`src/rtl/control_unit_if.sv`:
```
// Control-unit <-> datapath bundle: IR into the sequencer, datapath controls out.
// Optional Instr_Count port appears only when CU_INSTR_COUNT_EN is defined.
interface control_unit_if #(
    parameter int instr_bits     = 16,
    parameter int reg_addr_width = 4,
    parameter int d_addr_width   = 8,
    parameter int alu_sel_bits   = 3
);
    logic [instr_bits-1:0]     IR;
    logic                      PC_Clr;
    logic                      PC_Up;
    logic                      IR_Ld;
    logic [d_addr_width-1:0]   D_Addr;
    logic                      D_Wr;
    logic                      RF_s;
    logic [reg_addr_width-1:0] RF_W_Addr;
    logic                      RF_W_en;
    logic [reg_addr_width-1:0] RF_Ra_Addr;
    logic [reg_addr_width-1:0] RF_Rb_Addr;
    logic [alu_sel_bits-1:0]   ALU_s0;
    logic [3:0]                OutState;
`ifdef CU_INSTR_COUNT_EN
    logic [15:0]               Instr_Count;
`endif

    modport master (
        input  IR,
        output PC_Clr, PC_Up, IR_Ld, D_Addr, D_Wr, RF_s, RF_W_Addr, RF_W_en,
        output RF_Ra_Addr, RF_Rb_Addr, ALU_s0, OutState
`ifdef CU_INSTR_COUNT_EN
        , output Instr_Count
`endif
    );

    modport slave (
        output IR,
        input  PC_Clr, PC_Up, IR_Ld, D_Addr, D_Wr, RF_s, RF_W_Addr, RF_W_en,
        input  RF_Ra_Addr, RF_Rb_Addr, ALU_s0, OutState
`ifdef CU_INSTR_COUNT_EN
        , input Instr_Count
`endif
    );
endinterface

```
`src/rtl/control_unit.sv`:
```
// Moore fetch/decode/execute sequencer; outputs depend on state plus IR fields only.
// Optional macro CU_INSTR_COUNT_EN adds a 16-bit decoded-instruction counter.
module control_unit #(
    parameter int instr_bits     = 16,
    parameter int reg_addr_width = 4,
    parameter int d_addr_width   = 8,
    parameter int alu_sel_bits   = 3
) (
    input  logic          Clk,
    input  logic          Reset,
    control_unit_if.master bus
);
    localparam logic [3:0] S_INIT   = 4'd0;
    localparam logic [3:0] S_FETCH  = 4'd1;
    localparam logic [3:0] S_DECODE = 4'd2;
    localparam logic [3:0] S_NOOP   = 4'd3;
    localparam logic [3:0] S_LOADA  = 4'd4;
    localparam logic [3:0] S_LOADB  = 4'd5;
    localparam logic [3:0] S_STORE  = 4'd6;
    localparam logic [3:0] S_ADD    = 4'd7;
    localparam logic [3:0] S_SUB    = 4'd8;
    localparam logic [3:0] S_HALT   = 4'd9;

    logic [3:0] state;
    logic [3:0] state_nxt;
    logic [3:0] opcode;

    assign opcode = bus.IR[instr_bits-1 -: 4];

    always_ff @(posedge Clk or posedge Reset) begin
        if (Reset) state <= S_INIT;
        else       state <= state_nxt;
    end

    always_comb begin
        state_nxt = state;
        case (state)
            S_INIT:   state_nxt = S_FETCH;
            S_FETCH:  state_nxt = S_DECODE;
            S_DECODE: begin
                case (opcode)
                    4'b0001: state_nxt = S_STORE;
                    4'b0010: state_nxt = S_LOADA;
                    4'b0011: state_nxt = S_ADD;
                    4'b0100: state_nxt = S_SUB;
                    4'b0101: state_nxt = S_HALT;
                    default: state_nxt = S_NOOP;
                endcase
            end
            S_NOOP:   state_nxt = S_FETCH;
            S_LOADA:  state_nxt = S_LOADB;
            S_LOADB:  state_nxt = S_FETCH;
            S_STORE:  state_nxt = S_FETCH;
            S_ADD:    state_nxt = S_FETCH;
            S_SUB:    state_nxt = S_FETCH;
            S_HALT:   state_nxt = S_HALT;
            default:  state_nxt = S_INIT;
        endcase
    end

    always_comb begin
        bus.PC_Clr     = 1'b0;
        bus.PC_Up      = 1'b0;
        bus.IR_Ld      = 1'b0;
        bus.D_Addr     = '0;
        bus.D_Wr       = 1'b0;
        bus.RF_s       = 1'b0;
        bus.RF_W_Addr  = '0;
        bus.RF_W_en    = 1'b0;
        bus.RF_Ra_Addr = '0;
        bus.RF_Rb_Addr = '0;
        bus.ALU_s0     = '0;
        bus.OutState   = state;
        case (state)
            S_INIT:  bus.PC_Clr = 1'b1;
            S_FETCH: begin
                bus.PC_Up = 1'b1;
                bus.IR_Ld = 1'b1;
            end
            // LoadA holds the RAM address one extra cycle so sync-read data is valid in LoadB.
            S_LOADA, S_LOADB: begin
                bus.D_Addr    = bus.IR[11:4];
                bus.RF_s      = 1'b1;
                bus.RF_W_Addr = bus.IR[3:0];
                bus.RF_W_en   = (state == S_LOADB);
            end
            S_STORE: begin
                bus.D_Addr     = bus.IR[7:0];
                bus.RF_Ra_Addr = bus.IR[11:8];
                bus.D_Wr       = 1'b1;
            end
            S_ADD, S_SUB: begin
                bus.RF_Ra_Addr = bus.IR[11:8];
                bus.RF_Rb_Addr = bus.IR[7:4];
                bus.RF_W_Addr  = bus.IR[3:0];
                bus.ALU_s0     = (state == S_ADD) ? 3'd1 : 3'd2;
                bus.RF_W_en    = 1'b1;
            end
            default: ;
        endcase
    end

`ifdef CU_INSTR_COUNT_EN
    logic [15:0] instr_cnt;

    // Every decoded instruction leaves Decode exactly once, Halt included.
    always_ff @(posedge Clk or posedge Reset) begin
        if (Reset)                  instr_cnt <= 16'd0;
        else if (state == S_DECODE) instr_cnt <= instr_cnt + 16'd1;
    end

    assign bus.Instr_Count = instr_cnt;
`endif
endmodule

```
`src/flat_wrapper.sv`:
```
// flat-port wrapper written by rule: the top's interface ports become plain ports
module control_unit_flat 
#(
    parameter int instr_bits     = 16,
    parameter int reg_addr_width = 4,
    parameter int d_addr_width   = 8,
    parameter int alu_sel_bits   = 3
)
  (Clk, Reset, bus_IR, bus_PC_Clr, bus_PC_Up, bus_IR_Ld, bus_D_Addr, bus_D_Wr, bus_RF_s, bus_RF_W_Addr, bus_RF_W_en, bus_RF_Ra_Addr, bus_RF_Rb_Addr, bus_ALU_s0, bus_OutState);
  control_unit_if #(.instr_bits(instr_bits), .reg_addr_width(reg_addr_width), .d_addr_width(d_addr_width), .alu_sel_bits(alu_sel_bits)) bus_i ();
  input  logic Clk;
  input  logic Reset;
  input wire logic [$bits(bus_i.IR)-1:0] bus_IR;
  output wire logic [$bits(bus_i.PC_Clr)-1:0] bus_PC_Clr;
  output wire logic [$bits(bus_i.PC_Up)-1:0] bus_PC_Up;
  output wire logic [$bits(bus_i.IR_Ld)-1:0] bus_IR_Ld;
  output wire logic [$bits(bus_i.D_Addr)-1:0] bus_D_Addr;
  output wire logic [$bits(bus_i.D_Wr)-1:0] bus_D_Wr;
  output wire logic [$bits(bus_i.RF_s)-1:0] bus_RF_s;
  output wire logic [$bits(bus_i.RF_W_Addr)-1:0] bus_RF_W_Addr;
  output wire logic [$bits(bus_i.RF_W_en)-1:0] bus_RF_W_en;
  output wire logic [$bits(bus_i.RF_Ra_Addr)-1:0] bus_RF_Ra_Addr;
  output wire logic [$bits(bus_i.RF_Rb_Addr)-1:0] bus_RF_Rb_Addr;
  output wire logic [$bits(bus_i.ALU_s0)-1:0] bus_ALU_s0;
  output wire logic [$bits(bus_i.OutState)-1:0] bus_OutState;
  assign bus_i.IR = bus_IR;
  assign bus_PC_Clr = bus_i.PC_Clr;
  assign bus_PC_Up = bus_i.PC_Up;
  assign bus_IR_Ld = bus_i.IR_Ld;
  assign bus_D_Addr = bus_i.D_Addr;
  assign bus_D_Wr = bus_i.D_Wr;
  assign bus_RF_s = bus_i.RF_s;
  assign bus_RF_W_Addr = bus_i.RF_W_Addr;
  assign bus_RF_W_en = bus_i.RF_W_en;
  assign bus_RF_Ra_Addr = bus_i.RF_Ra_Addr;
  assign bus_RF_Rb_Addr = bus_i.RF_Rb_Addr;
  assign bus_ALU_s0 = bus_i.ALU_s0;
  assign bus_OutState = bus_i.OutState;
  control_unit #(.instr_bits(instr_bits), .reg_addr_width(reg_addr_width), .d_addr_width(d_addr_width), .alu_sel_bits(alu_sel_bits)) u_core (.Clk(Clk), .Reset(Reset), .bus(bus_i));
endmodule
```
`config.mk`:
```
export PLATFORM = sky130hd
export DESIGN_NAME = control_unit_flat
export DESIGN_NICKNAME = d
export VERILOG_FILES = /design/src/rtl/control_unit_if.sv /design/src/rtl/control_unit.sv /design/src/flat_wrapper.sv
export SDC_FILE = /design/constraint.sdc
export NUM_CORES = 1
export LEC_CHECK = 0
export CAP_MARGIN = 20
export CORE_UTILIZATION = 27
export DETAILED_ROUTE_END_ITERATION = 7
export PLACE_DENSITY = 0.83
export SYNTH_ARGS = -nofsm -noshare
export SYNTH_HDL_FRONTEND = slang
export SYNTH_SLANG_ARGS = --single-unit
export TNS_END_PERCENT = 1
```
`constraint.sdc`:
```
create_clock -name Clk -period 1.4 [get_ports Clk]
set_input_delay 0.14 -clock Clk [delete_from_list [all_inputs] [get_ports Clk]]
set_output_delay 0.14 -clock Clk [all_outputs]
set_load 0.01 [all_outputs]
```
==> results.cfg, run 1 <==
[logic_synthesis]
yosysSeqAreaShare_pct = 18.56
ys_seq_elements = 4
syn_area_per_cell_um2 = 8.049
synth_edf_count = 0
yosys_warnings = 0
syn-cell-area_um2 = 539.3
ys.flop_type = dfrtp_1
syn_inst = 67
async_reset_ff_share_pct = 100.0
syn-num-nets = 85
ys_types = 33

[run]
maxCapViolations = 0

[finish]
nNetsFinal = 156
final_area_mm2 = 0.001215
final_layout_size_suffix_gt1_share_pct = 51.47
layout_common_cells = 17 x buf_2, 17 x clkdlybuf4s50_1, 16 x buf_4
fillers = 162
diodes = 0
largest_register_ffs = 4
syn2layout_area_growth_pct = 125.3

[clocking]
htreeDepth = 1
insertion_delay_ns = 0.23
cts_hold_buffers = 0
root_buffer = clkbuf_4
clockBufferDepth = 2
cts_tree = yes
cts_buffers = 3
path_clk_slew_ns = 0.04
clock_sink_count = 4

[global_routing]
grt_pass1_vias = 629
grt_antenna_before_repair = 0
grt_max_degree = 13
gr-total-overflow = 0
grt_pass1_wl_um = 2787
grt_usage_pct = 17.75

[pwr]
switching_power_mw = 0.4755
peakVddDrop_v = 0.0008446
comb_power_share_pct = 74.5
power_density_mw_per_mm2 = 1022
swShare_pct = 38.29
p_seq_share_pct = 14.5
clkPwrFrac_pct = 11.0
p_int_mw = 0.7663
leakage_nw = 0.5963

[sta]
skew_ns = 0.003646
fmax_ghz = 0.5858
period_needed_ns = 1.707
finalCritPeriodShare_pct = 121.9
setup_slack_ns = -0.3071
rsz0062_at_grt = yes
slew_violations = 0
hold_viol_final = 0
finalSetupViolCount = 28

[critical_path]
path_cells = or4b_4, o21ai_4, and2_4, buf_6
cpPeakStageDelay_ns = 0.59
cp_top_family = simple AND/OR/NAND/NOR gates
critPathKind = register to primary output
path_buf_inv = 1
required_ns = 1.26
crit_path_end_kind = primary output
cp-start-kind = register
cp_slowest_cell = or4b_4
crit_fanout = 4
critPathArrivalTime_ns = 1.57

[die]
die-area_mm2 = 0.002180
rows = 15
num_io_pins = 51
dieHeight_um = 46.69
die_w_um = 46.69
start_util_pct = 29.93
fp.coreArea_mm2 = 0.001802

[min_path]
hold_class = input pin to asynchronous set/reset pin

[drt]
viasPerCell = 4.665
wl_um = 2073
num_vias = 751
drt_iter0_drc = 8
first_pass_iters = 4
routedWlPerCell_um = 12.88
drc = 0
ant_nets = 0

[placed_design]
gp_congestion = 0.8356
dpl_worst_slack_ns = -0.4797
dp_hpwl_um = 1595
port_buffers = 49
placed_area_mm2 = 0.001131

[status]
failed_checks = negative setup slack
status = complete, but fails checks
[metal layers]
metal | vias up | track usage, % | share of wire [%]
li1 | 381 | - | -
met1 | 351 | 20.89 | 41
met2 | 19 | 31.94 | 58
met3 | 0 | 3.529 | 1.9
met4 | 0 | 5.143 | 0
met5 | - | 0 | 0
[kinds of logic after synthesis]
| kind of cell | Yosys count | share of synthesized area [%] |
|---|---|---|
| AO/OA/AOI/OAI | 22 | 30.86 |
| XOR/XNOR | 1 | 1.624 |
| buffers and inverters | 10 | 12.06 |
| flip-flops | 4 | 18.56 |
| other | 1 | 0.6954 |
| AND/OR/NAND/NOR | 29 | 36.20 |
[power by group through the flow]
stage / Sequential [mW] / Combinational [mW] / Clock, mW
6_report: 0.180 / 0.925 / 0.137
3_3_place_gp: 0.173 / 0.844 / 0
3_5_place_dp: 0.175 / 0.854 / 0
5_1_grt: 0.183 / 0.990 / 0.152
2_1_floorplan: 0.199 / 0.414 / 0
4_1_cts: 0.179 / 0.821 / 0.140
[area by class of cell]
class / count / area, um2 / share of cell area (%)
timing repair buffer: 72 / 609.3 / 50.15
multi-input combinational: 53 / 436.7 / 35.94
sequential: 4 / 100.1 / 8.239
tap: 25 / 31.28 / 2.575
clock buffer: 3 / 22.52 / 1.854
inverter: 4 / 15.01 / 1.236
[repair_timing]
item	4_1_cts	5_1_grt
setup buffers	3	4
pin swaps	11	10
endpoints found under the setup margin	33	30
resized for setup	104	32
gates cloned	0	1
[metrics by stage]
step           utilization (%)  hold WS (ns)  instances  setup TNS [ns]  total power [mW]
3_5_place_dp             62.78        0.3261        151          -10.12             1.029
2_1_floorplan                -      -0.09392         67          -1.252            0.6131
3_3_place_gp             62.78        0.3332        151          -9.396             1.017
6_report                 67.43       0.09134        161          -6.075             1.242
4_1_cts                  63.96       0.09044        157          -7.126             1.141
5_1_grt                  67.43        0.1197        161          -7.971             1.325
[path summary, 6_finish.rpt]
check                                                       from                                to  cells after the start  slack, ns
min in group Clk                u_core.bus.OutState[3]$_DFF_PP0_  u_core.bus.OutState[2]$_DFF_PP0_                      2       0.63
worst min register to register  u_core.bus.OutState[3]$_DFF_PP0_  u_core.bus.OutState[2]$_DFF_PP0_                      2       0.63
worst min-delay path                                       Reset  u_core.bus.OutState[0]$_DFF_PP0_                      2       0.09
max in group asynchronous                                  Reset  u_core.bus.OutState[1]$_DFF_PP0_                      2       1.16
worst max-delay path            u_core.bus.OutState[0]$_DFF_PP0_                 bus_RF_Rb_Addr[0]                      4      -0.31
worst max register to register  u_core.bus.OutState[0]$_DFF_PP0_  u_core.bus.OutState[3]$_DFF_PP0_                      6      -0.23
[cells in the mapped netlist (2+ instances only)]
cell      n  share of area [%]
buf_6     2                4.2
nor2_2    2                2.3
o21ai_0   3                2.8
nand2b_1  3                3.5
a21oi_1   2                1.9
and2_1    8                9.3
a22o_1    8                 13
nand2_1   2                1.4
a21boi_0  4                5.6
inv_1     4                2.8
nand3b_1  2                2.8
dfrtp_1   4                 19
buf_4     3                4.2
No activity file was read; power rests on OpenSTA's default activity.
==> inputs of run 2 (changes only) <==
--- a/config.mk
+++ b/config.mk
@@ -6,9 +6,11 @@
 export NUM_CORES = 1
 export LEC_CHECK = 0
 export CAP_MARGIN = 20
-export CORE_UTILIZATION = 27
+export CELL_PAD_IN_SITES_DETAIL_PLACEMENT = 0
+export CELL_PAD_IN_SITES_GLOBAL_PLACEMENT = 2
+export CORE_UTILIZATION = 12
 export DETAILED_ROUTE_END_ITERATION = 7
-export PLACE_DENSITY = 0.83
+export PLACE_DENSITY = 0.79
 export SYNTH_ARGS = -nofsm -noshare
 export SYNTH_HDL_FRONTEND = slang
 export SYNTH_SLANG_ARGS = --single-unit
==> run 2 against run 1 <==
Against the previous run:
- clock power rose by 73%
- the run still ends with negative setup slack left
- global-route usage fell by 8.5 points
- final area increased by 0.51%
- critical path type unchanged
- utilization shrank 39 points
- cell count is 17% higher
- register-to-register slack improved by 0.22 ns
- fmax increased by 1.5%
- critical path depth unchanged
==> results.cfg, run 2 (synthesized netlist as in run 1, its figures left out) <==
[pwr]
clkPwrFrac_pct = 18.1
peakVddDrop_v = 0.0003694
power_density_mw_per_mm2 = 1070
p_int_mw = 0.8024
p_seq_share_pct = 14.0
comb_power_share_pct = 67.8
leakage_nw = 0.6010
swShare_pct = 38.57
switching_power_mw = 0.5037

[sta]
skew_ns = 0.0001923
setup_slack_ns = -0.2815
period_needed_ns = 1.681
slew_violations = 0
finalCritPeriodShare_pct = 120.1
hold_viol_final = 0
finalSetupViolCount = 28
rsz0062_at_grt = yes
fmax_ghz = 0.5947

[finish]
largest_register_ffs = 4
final_util_pct = 28.24
final_common_cell = buf_2
layout_common_cells = 25 x buf_2, 18 x buf_4, 17 x clkdlybuf4s50_1
stdcell_count = 188
final_layout_size_suffix_gt1_share_pct = 53.68
nNetsFinal = 156
syn2layout_area_growth_pct = 126.4
diodes = 0

[critical_path]
cp-startpoint = u_core.bus.OutState[1]$_DFF_PP0_
cp-start-kind = register
rr_startpoint = u_core.bus.OutState[0]$_DFF_PP0_
ff2ff_path_depth = 4
required_ns = 1.26
crit_fanout = 4
crit_path_end_kind = primary output
critPathKind = register to primary output
critPathArrivalTime_ns = 1.54

[drt]
num_vias = 778
wl_um = 2171
viasPerCell = 4.138
ant_nets = 0
drt_iter0_drc = 22
drc = 0
first_pass_iters = 4
routedWlPerCell_um = 11.55

[run]
maxCapViolations = 0

[placed_design]
dp_hpwl_um = 1700
dp.cells = 180
gp_congestion = 0.7353
port_buffers = 49

[clocking]
cts_hold_buffers = 0
cts_buffers = 3
insertion_delay_ns = 0.21
cts_tree = yes
htreeDepth = 1
path_clk_slew_ns = 0.03
clock_sink_count = 4
root_buffer = clkbuf_8
clockBufferDepth = 2

[global_routing]
grt_max_degree = 9
grt_antenna_before_repair = 0
grt_pass1_wl_um = 3546
gr-total-overflow = 0
grt_usage_pct = 9.244
grt_pass1_vias = 787

[die]
num_io_pins = 51
dieHeight_um = 69.04
die_w_um = 69.04
fp.coreArea_mm2 = 0.004324
rows = 24
die-area_mm2 = 0.004766
start_util_pct = 12.47

[status]
status = complete, but fails checks
failed_checks = negative setup slack

[min_path]
hold_class = input pin to asynchronous set/reset pin
-- run 2: cell count changes in the layout (fill, tap and decap cells not counted), sizes merged --
| cell | before | now |
|---|---|---|
| clkdlybuf4s15 | 8 | 1 |
| dlygate4sd1 | 1 | 0 |
| buf | 42 | 50 |
-- run 2: timing repair --
| action | 4_1_cts | 5_1_grt |
|---|---|---|
| setup buffers | 4 | 1 |
| pin swaps | 15 | 6 |
| setup endpoints to repair | 34 | 30 |
| gates resized for setup | 136 | 9 |
-- run 2: final timing paths --
path,slack (ns),to
worst max-delay path,-0.28,bus_RF_Rb_Addr[2]
worst min-delay path,0.12,u_core.bus.OutState[3]$_DFF_PP0_
worst min register to register,0.65,u_core.bus.OutState[2]$_DFF_PP0_
worst max register to register,-0.01,u_core.bus.OutState[3]$_DFF_PP0_
min in group Clk,0.65,u_core.bus.OutState[2]$_DFF_PP0_
max in group asynchronous,1.13,u_core.bus.OutState[2]$_DFF_PP0_
-- run 2: through the flow --
step | setup slack, ns | cell area [um2] | hold slack, ns | total power, mW | setup TNS, ns
2_1_floorplan | -0.1122 | 539.3 | -0.09392 | 0.6131 | -1.252
3_3_place_gp | -0.4596 | 1180 | 0.3427 | 1.026 | -10.34
3_5_place_dp | -0.4842 | 1180 | 0.3524 | 1.029 | -10.59
4_1_cts | -0.2824 | 1165 | 0.1232 | 1.257 | -4.799
5_1_grt | -0.3541 | 1221 | 0.1423 | 1.405 | -7.350
6_report | -0.2815 | 1221 | 0.1194 | 1.306 | -5.492
-- run 2: layout make-up --
class | count | area [um2]
clock buffers | 3 | 41.29
fillers | 476 | 3103
inverters | 4 | 15.01
multi-input cells | 53 | 444.2
flip-flops and latches | 4 | 100.1
well taps | 52 | 65.06
repair buffers | 72 | 555.5
-- run 2: power groups by stage --
| stage | logic (mW) | clock network [mW] | registers (mW) |
|---|---|---|---|
| 2_1_floorplan | 0.414 | 0 | 0.199 |
| 3_3_place_gp | 0.846 | 0 | 0.180 |
| 3_5_place_dp | 0.847 | 0 | 0.182 |
| 4_1_cts | 0.825 | 0.249 | 0.184 |
| 5_1_grt | 0.959 | 0.256 | 0.191 |
| 6_report | 0.886 | 0.237 | 0.183 |
-- run 2: critical path, cell delays in order (launching register included) --
cell and delay (ns):
dfrtp_1 0.38, or4b_4 0.58, o21ai_4 0.09, and2_1 0.15, buf_2 0.13
-- run 2: routing by layer --
metal  vias up  wire length (um)  global-route usage, %
li1        382                 -                      -
met1       360               835                  9.511
met2        34              1192                  17.04
met3         2               115                  1.170
met4         0                27                  6.576
met5         -                 0                      0
